**src/rtl/dds_pkg.sv**
```systemverilog
// Shared constants for the DDS Wishbone register block:
// word offsets, CTRL field layout, encodings and reset values.
package dds_pkg;

  localparam int unsigned REG_CTRL  = 0;
  localparam int unsigned REG_TUNE  = 1;
  localparam int unsigned REG_OFFS  = 2;
  localparam int unsigned REG_CMT   = 3;
  localparam int unsigned REG_WAVE  = 4;
  localparam int unsigned REG_ID    = 5;
  localparam int unsigned REG_PKMAX = 6;
  localparam int unsigned REG_PKMIN = 7;

  localparam int unsigned EN_LSB   = 0;
  localparam int unsigned SRC_LSB  = 1;
  localparam int unsigned SRC_W    = 2;
  localparam int unsigned GAIN_LSB = 4;
  localparam int unsigned GAIN_W   = 2;

  typedef enum logic [1:0] {
    SRC_SINE = 2'b00,
    SRC_SAW  = 2'b01,
    SRC_TRI  = 2'b10,
    SRC_RAND = 2'b11
  } src_e;

  typedef enum logic [1:0] {
    GAIN_X1 = 2'b00,
    GAIN_X2 = 2'b01,
    GAIN_X4 = 2'b10,
    GAIN_X8 = 2'b11
  } gain_e;

  localparam logic [7:0] TUNE_RST = 8'd1;

endpackage

```
**src/rtl/dds_peak_track.sv**
```systemverilog
// Running max/min of the wave sample; outputs include the
// current sample so a re-armed tracker reads back live wave_i.
module dds_peak_track #(
  parameter int WAVE_WIDTH = 16
) (
  input  logic                  clk_i,
  input  logic                  rst_ni,
  input  logic                  clr_i,
  input  logic [WAVE_WIDTH-1:0] wave_i,
  output logic [WAVE_WIDTH-1:0] max_o,
  output logic [WAVE_WIDTH-1:0] min_o
);

  logic [WAVE_WIDTH-1:0] max_q;
  logic [WAVE_WIDTH-1:0] min_q;

  assign max_o = (wave_i > max_q) ? wave_i : max_q;
  assign min_o = (wave_i < min_q) ? wave_i : min_q;

  always_ff @(posedge clk_i or negedge rst_ni) begin
    if (!rst_ni) begin
      max_q <= '0;
      min_q <= '1;
    end else if (clr_i) begin
      max_q <= '0;
      min_q <= '1;
    end else begin
      max_q <= max_o;
      min_q <= min_o;
    end
  end

endmodule

```
**src/rtl/dds_wb_regs.sv**
```systemverilog
// Wishbone classic shadow/active control registers for the DDS core.
// Define DDS_WB_REGS_PEAK_EN to add PKMAX/PKMIN peak trackers.
module dds_wb_regs
  import dds_pkg::*;
#(
  parameter int          ADDR_W     = 4,
  parameter int          WAVE_WIDTH = 16,
  parameter logic [31:0] ID_VALUE   = 32'hDD5_0001
) (
  input  logic                  wb_clk_i,
  input  logic                  wb_rst_ni,
  input  logic                  wb_cyc_i,
  input  logic                  wb_stb_i,
  input  logic                  wb_we_i,
  input  logic [ADDR_W-1:0]     wb_adr_i,
  input  logic [3:0]            wb_sel_i,
  input  logic [31:0]           wb_dat_i,
  output logic [31:0]           wb_dat_o,
  output logic                  wb_ack_o,
  output logic                  wb_err_o,
  input  logic [WAVE_WIDTH-1:0] wave_i,
  output logic                  dds_en_o,
  output logic [1:0]            dds_src_o,
  output logic [1:0]            gain_word_o,
  output logic [7:0]            tuning_word_o,
  output logic [15:0]           offset_word_o,
  output logic                  update_o
);

  logic        ack_q, err_q, cmt_q, upd_q, pend_q, pend_d;
  logic [31:0] dat_q, rd_d;
  logic        sh_en_q, sh_en_d;
  logic [1:0]  sh_src_q, sh_src_d;
  logic [1:0]  sh_gain_q, sh_gain_d;
  logic [7:0]  sh_tune_q, sh_tune_d;
  logic [15:0] sh_offs_q, sh_offs_d;
  logic        en_q;
  logic [1:0]  src_q, gain_q;
  logic [7:0]  tune_q;
  logic [15:0] offs_q;

  logic req, wr, mapped, set_pend, cmt_d;
  logic h_ctrl, h_tune, h_offs, h_cmt;
  logic h_wave, h_id, h_max, h_min, h_pk;
  logic unused_bits;

  assign unused_bits = ^{wb_dat_i[31:16], wb_sel_i[3:2]};

  assign req    = wb_cyc_i & wb_stb_i & ~ack_q & ~err_q;
  assign h_ctrl = wb_adr_i == ADDR_W'(REG_CTRL);
  assign h_tune = wb_adr_i == ADDR_W'(REG_TUNE);
  assign h_offs = wb_adr_i == ADDR_W'(REG_OFFS);
  assign h_cmt  = wb_adr_i == ADDR_W'(REG_CMT);
  assign h_wave = wb_adr_i == ADDR_W'(REG_WAVE);
  assign h_id   = wb_adr_i == ADDR_W'(REG_ID);

`ifdef DDS_WB_REGS_PEAK_EN
  logic                  clr_q;
  logic [WAVE_WIDTH-1:0] pk_max, pk_min;

  assign h_max = wb_adr_i == ADDR_W'(REG_PKMAX);
  assign h_min = wb_adr_i == ADDR_W'(REG_PKMIN);

  always_ff @(posedge wb_clk_i or negedge wb_rst_ni) begin
    if (!wb_rst_ni) clr_q <= 1'b0;
    else            clr_q <= wr & (h_max | h_min);
  end

  dds_peak_track #(
    .WAVE_WIDTH(WAVE_WIDTH)
  ) u_peak (
    .clk_i (wb_clk_i),
    .rst_ni(wb_rst_ni),
    .clr_i (clr_q),
    .wave_i(wave_i),
    .max_o (pk_max),
    .min_o (pk_min)
  );
`else
  logic [WAVE_WIDTH-1:0] pk_max, pk_min;

  assign h_max  = 1'b0;
  assign h_min  = 1'b0;
  assign pk_max = '0;
  assign pk_min = '0;
`endif

  assign h_pk   = h_max | h_min;
  assign mapped = h_ctrl | h_tune | h_offs | h_cmt
                | h_wave | h_id | h_pk;
  assign wr     = req & wb_we_i & mapped;

  assign set_pend = wr & (((h_ctrl | h_tune) & wb_sel_i[0])
                  | (h_offs & (|wb_sel_i[1:0])));
  assign cmt_d    = wr & h_cmt & wb_sel_i[0] & wb_dat_i[0];
  assign pend_d   = cmt_q ? 1'b0 : (pend_q | set_pend);

  always_comb begin
    sh_en_d   = sh_en_q;
    sh_src_d  = sh_src_q;
    sh_gain_d = sh_gain_q;
    sh_tune_d = sh_tune_q;
    sh_offs_d = sh_offs_q;
    if (wr & h_ctrl & wb_sel_i[0]) begin
      sh_en_d   = wb_dat_i[EN_LSB];
      sh_src_d  = wb_dat_i[SRC_LSB +: SRC_W];
      sh_gain_d = wb_dat_i[GAIN_LSB +: GAIN_W];
    end
    if (wr & h_tune & wb_sel_i[0]) sh_tune_d = wb_dat_i[7:0];
    if (wr & h_offs & wb_sel_i[0]) sh_offs_d[7:0] = wb_dat_i[7:0];
    if (wr & h_offs & wb_sel_i[1]) sh_offs_d[15:8] = wb_dat_i[15:8];
  end

  always_comb begin
    rd_d = '0;
    unique case (1'b1)
      h_ctrl: begin
        rd_d[EN_LSB]             = sh_en_q;
        rd_d[SRC_LSB +: SRC_W]   = sh_src_q;
        rd_d[GAIN_LSB +: GAIN_W] = sh_gain_q;
      end
      h_tune:  rd_d[7:0]            = sh_tune_q;
      h_offs:  rd_d[15:0]           = sh_offs_q;
      h_cmt:   rd_d[0]              = pend_q;
      h_wave:  rd_d[WAVE_WIDTH-1:0] = wave_i;
      h_id:    rd_d                 = ID_VALUE;
      h_max:   rd_d[WAVE_WIDTH-1:0] = pk_max;
      h_min:   rd_d[WAVE_WIDTH-1:0] = pk_min;
      default: rd_d = '0;
    endcase
  end

  always_ff @(posedge wb_clk_i or negedge wb_rst_ni) begin
    if (!wb_rst_ni) begin
      ack_q     <= 1'b0;
      err_q     <= 1'b0;
      dat_q     <= '0;
      cmt_q     <= 1'b0;
      upd_q     <= 1'b0;
      pend_q    <= 1'b0;
      sh_en_q   <= 1'b0;
      sh_src_q  <= '0;
      sh_gain_q <= '0;
      sh_tune_q <= TUNE_RST;
      sh_offs_q <= '0;
      en_q      <= 1'b0;
      src_q     <= '0;
      gain_q    <= '0;
      tune_q    <= TUNE_RST;
      offs_q    <= '0;
    end else begin
      ack_q     <= req & mapped;
      err_q     <= req & ~mapped;
      dat_q     <= (req & ~wb_we_i & mapped) ? rd_d : '0;
      cmt_q     <= cmt_d;
      upd_q     <= cmt_q;
      pend_q    <= pend_d;
      sh_en_q   <= sh_en_d;
      sh_src_q  <= sh_src_d;
      sh_gain_q <= sh_gain_d;
      sh_tune_q <= sh_tune_d;
      sh_offs_q <= sh_offs_d;
      // commit lands one cycle after its ack
      if (cmt_q) begin
        en_q   <= sh_en_q;
        src_q  <= sh_src_q;
        gain_q <= sh_gain_q;
        tune_q <= sh_tune_q;
        offs_q <= sh_offs_q;
      end
    end
  end

  assign wb_dat_o      = dat_q;
  assign wb_ack_o      = ack_q;
  assign wb_err_o      = err_q;
  assign dds_en_o      = en_q;
  assign dds_src_o     = src_q;
  assign gain_word_o   = gain_q;
  assign tuning_word_o = tune_q;
  assign offset_word_o = offs_q;
  assign update_o      = upd_q;

endmodule
```
**config.mk**
```make
export PLATFORM = sky130hd
export DESIGN_NAME = dds_wb_regs
export DESIGN_NICKNAME = d
export VERILOG_FILES = /design/src/rtl/dds_pkg.sv /design/src/rtl/dds_peak_track.sv /design/src/rtl/dds_wb_regs.sv
export SDC_FILE = /design/constraint.sdc
export NUM_CORES = 1
export LEC_CHECK = 0
export BUFFER_PORTS_ARGS = -buffer_cell sky130_fd_sc_hd__buf_4
export CAP_MARGIN = 20
export CORE_MARGIN = 1
export CORE_UTILIZATION = 49
export DETAILED_ROUTE_END_ITERATION = 12
export PLACE_DENSITY = 0.83
export SYNTH_ARGS = -nofsm -noshare
export SYNTH_HDL_FRONTEND = slang
export SYNTH_HIERARCHICAL = 1
export SYNTH_SLANG_ARGS = --single-unit
```
**constraint.sdc**
```tcl
create_clock -name wb_clk_i -period 2 [get_ports wb_clk_i]
set_input_delay 0.1 -clock wb_clk_i [delete_from_list [all_inputs] [get_ports wb_clk_i]]
set_output_delay 0.1 -clock wb_clk_i [all_outputs]
set_load 0.05 [all_outputs]
```
==> out/metrics.yaml <==
route.detailed.vias_per_inst: 5.31
whs_endpoint: "wb_dat_o[14]"
clkTransAtPathRegs_ns: 0.08
critical_path.top_delay_family: "buffers and inverters"
antenna_found_initial: 0
crit_fanout: 11
power.static_leakage_nw: 2.36
detailed_place_hpwl_um: 5320
peakVddDrop_v: 0.000460
post-route-min-period_ns: 1.98
postCtsSetupRepairBufs: 0
synth_seq_cells: 80
ctsLongestPathBuffers: 2
die-width_um: 85.8
instances_no_fill: 480
nFillCells: 456
worstHoldStart: "wave_i[14]"
synth_ff_type: "dfrtp_1"
die_y_um: 85.8
depth_of_the_most_critical_reg_to_reg_path: 4
finalWorstSetupSlack_ns: 0.0231
pwr_density_cell_nw_per_um2: 657
post_dp_cell_area_sq_um: 4260
syn_inst: 255
place_congestion: 0.832
grt_overflow_total: 0
cp-start-kind: "input port"
holdWs_ns: 0.0118
die_area_sq_um: 7370
grt_util_all_layers: 0.228
crit_buf_inv: 3
critical_path.endpoint_type: "flip-flop"
clock_insertion_delay_worst_skew_ns: 0.36
num_rows: 30
cts_sinks: 80
drv_cap: 0
post_synth_num_cell_types: 36
timing.fmax_mhz: 506
timing.hold.worst_path_depth: 3
synth_sequential_area_ratio: 0.582
route.vias.total: 2549
setup_repair_after_global_routing_missed_its_margin: "no"
worstMarginPinSlew_ns: 0.571
power.total_mw: 3.08
first_pass_iters: 4
post-place-cells: 440
post-route-drc-count: 0
cts_buffers: 9
largest_net_degree_at_the_start_of_global_routing: 47
first_pass_grt_wire_length_um: 12500
classification_of_the_worst_slack_hold_path: "in2reg"
hold_viol: 0
clock_root_buffer: "clkbuf_8"
setup.reg_to_reg.worst_slack_ns: 0.24
antennaDiodeCount: 0
place.port_buffers: 98
synth_area_per_cell_sq_um: 13.5
timing.max_slew.rel_slack: 0.616
multiInputGateArea_sq_um: 1290
average_wire_per_cell_in_the_routed_design_um: 16.7
ioPinCount: 125
yosys_warnings: 6
core_sq_um: 6790
critical_path.max_stage_delay_ns: 0.55
worst_endpoint_data_arrival_time_ns: 2.22
grt_pass1_vias: 2476
dpl_worst_slack_ns: 0.137
critical_path.reg2reg.startpoint: "wb_err_o"
critical-path-slowest-cell: "dlygate4sd3_1"
effective_utilization_at_floorplan: 0.507
run_status: "completed"
ctsHtreeMaxLevel: 3
final_design_area_no_fill_sq_um: 4690
drt_iter0_drc: 174
report.final.slew_viol_count: 0
cp_cell_sequence: "dlygate4sd3_1 > buf_4 > or4b_4 > nor4_4 > buf_6 > mux2_2"
utilization: 0.690
number_of_flops_mapped_to_enable_cells_by_yosys: 0
post_synth_instance_area_sq_um: 3440
seqCellArea_sq_um: 2000
timing.setup.critical_path_class: "in2reg"
cp.required_ns: 2.24
layout.nets: 440
setup_viol: 0
route.final.wire_length_um: 8000
syn2layout_area_growth_pct: 36.2
fin_tns_setup_ns: 0
fin_crit_sh: 0.988
synth_async_sr_flop_share: 1.00
r2r-end: "sh_offs_q[14]"
layout-drive-gt1-share: 0.510
remaining_number_of_nets_flagged_by_the_antenna_check_after_routing: 0
tritoncts: "built"
clock_skew_ns: 0.0131
==> cell usage after synthesis, types with 2 or more instances <==
master / n / area, sq um
nor4_4: 2 / 42.5
nor2b_1: 2 / 12.5
nor4b_1: 2 / 17.5
mux2_2: 63 / 709
buf_2: 2 / 10.0
dfstp_2: 2 / 52.6
nand3b_1: 7 / 52.6
a21oi_1: 6 / 30.0
clkbuf_1: 10 / 37.5
nand3_1: 4 / 20.0
o21ai_0: 2 / 10.0
inv_1: 2 / 7.51
dfrtp_1: 78 / 1950
a21o_1: 5 / 37.5
a22oi_1: 9 / 67.6
and4_1: 2 / 17.5
nand4b_1: 2 / 17.5
nand2_1: 6 / 22.5
buf_4: 16 / 120
nor2_1: 15 / 56.3
a222oi_1: 3 / 30.0
==> metal layers <==
layer / track usage / vias up / share of wire
met2: 0.375 / 91 / 0.50
met1: 0.286 / 1282 / 0.42
met3: 0.0597 / 20 / 0.054
met5: 0 / - / 0
li1: - / 1156 / -
met4: 0.103 / 0 / 0.026
==> worst max path at each step <==
stage | depth (start not counted) | slack (ns) | from | to
after floorplan | 3 | 0.06 | wb_err_o | sh_offs_q[0]
after global placement | 5 | 0.21 | wb_adr_i[1] | sh_offs_q[1]
after detailed placement | 5 | 0.14 | wb_adr_i[0] | sh_tune_q[5]
after CTS | 6 | 0.02 | wb_adr_i[3] | sh_offs_q[14]
after global routing | 6 | 0.003 | wb_adr_i[3] | sh_offs_q[11]
final | 6 | 0.02 | wb_adr_i[3] | sh_offs_q[14]
==> where the power goes <==
part           internal, mW  total (mW)  switching (mW)  leakage [nW]
clock network         0.463        1.09           0.628        0.0866
registers              1.64        1.67          0.0206          1.10
logic                 0.151       0.328           0.177          1.18
total                  2.26        3.08           0.826          2.36
==> cells by family (layout without fill, tap and decap cells) <==
logic type	count (synthesis)	count (layout)	share of synthesized area
AO/OA/AOI/OAI	29	29	0.0607
XOR/XNOR	1	1	0.00254
buffers and inverters	31	153	0.0520
flip-flops	80	80	0.582
multiplexers	63	63	0.206
other	1	8	0.00109
AND/OR/NAND/NOR	50	50	0.0956
==> cells in the final DEF, fill, tap and decap left out, types with 3 or more instances in the layout <==
cell type      count
buf_4            108
dfrtp_1           78
mux2_2            63
dlygate4sd3_1     24
nor2_1            15
a22oi_1            9
clkbuf_8           9
conb_1             8
nand3b_1           7
a21oi_1            6
nand2_1            6
a21o_1             5
nand3_1            4
a222oi_1           3
inv_6              3
==> repair_timing <==
action | 4_1_cts | 5_1_grt
hold buffers | 24 | 0
endpoints found under the hold margin | 67 | 0
setup endpoints to repair | 0 | 16
resized for setup | 0 | 2
==> registers in the layout, summed over array words and instances, names as in the netlist <==
signal,count
sh_tune_q,8
wb_dat_o,17
cmt_q,1
dds_src_o,2
tuning_word_o,8
pend_q,1
sh_offs_q,16
dds_en_o,1
offset_word_o,16
update_o,1
sh_src_q,2
sh_gain_q,2
wb_err_o,1
wb_ack_o,1
sh_en_q,1
gain_word_o,2
==> area by class of cell <==
cell class / instances / share of cell area
Clock buffer: 9 / 0.0264
Clock inverter: 7 / 0.0117
Inverter: 2 / 0.00160
Multi-Input combinational cell: 151 / 0.274
Sequential cell: 80 / 0.427
Tap cell: 96 / 0.0256
Timing Repair Buffer: 135 / 0.233
==> tightest hold or removal path, stage by stage <==
cell and delay, ns:
buf_4 0.08, a22oi_1 0.06, nor2_1 0.09
Note: power is estimated with default switching activity, not from simulation.
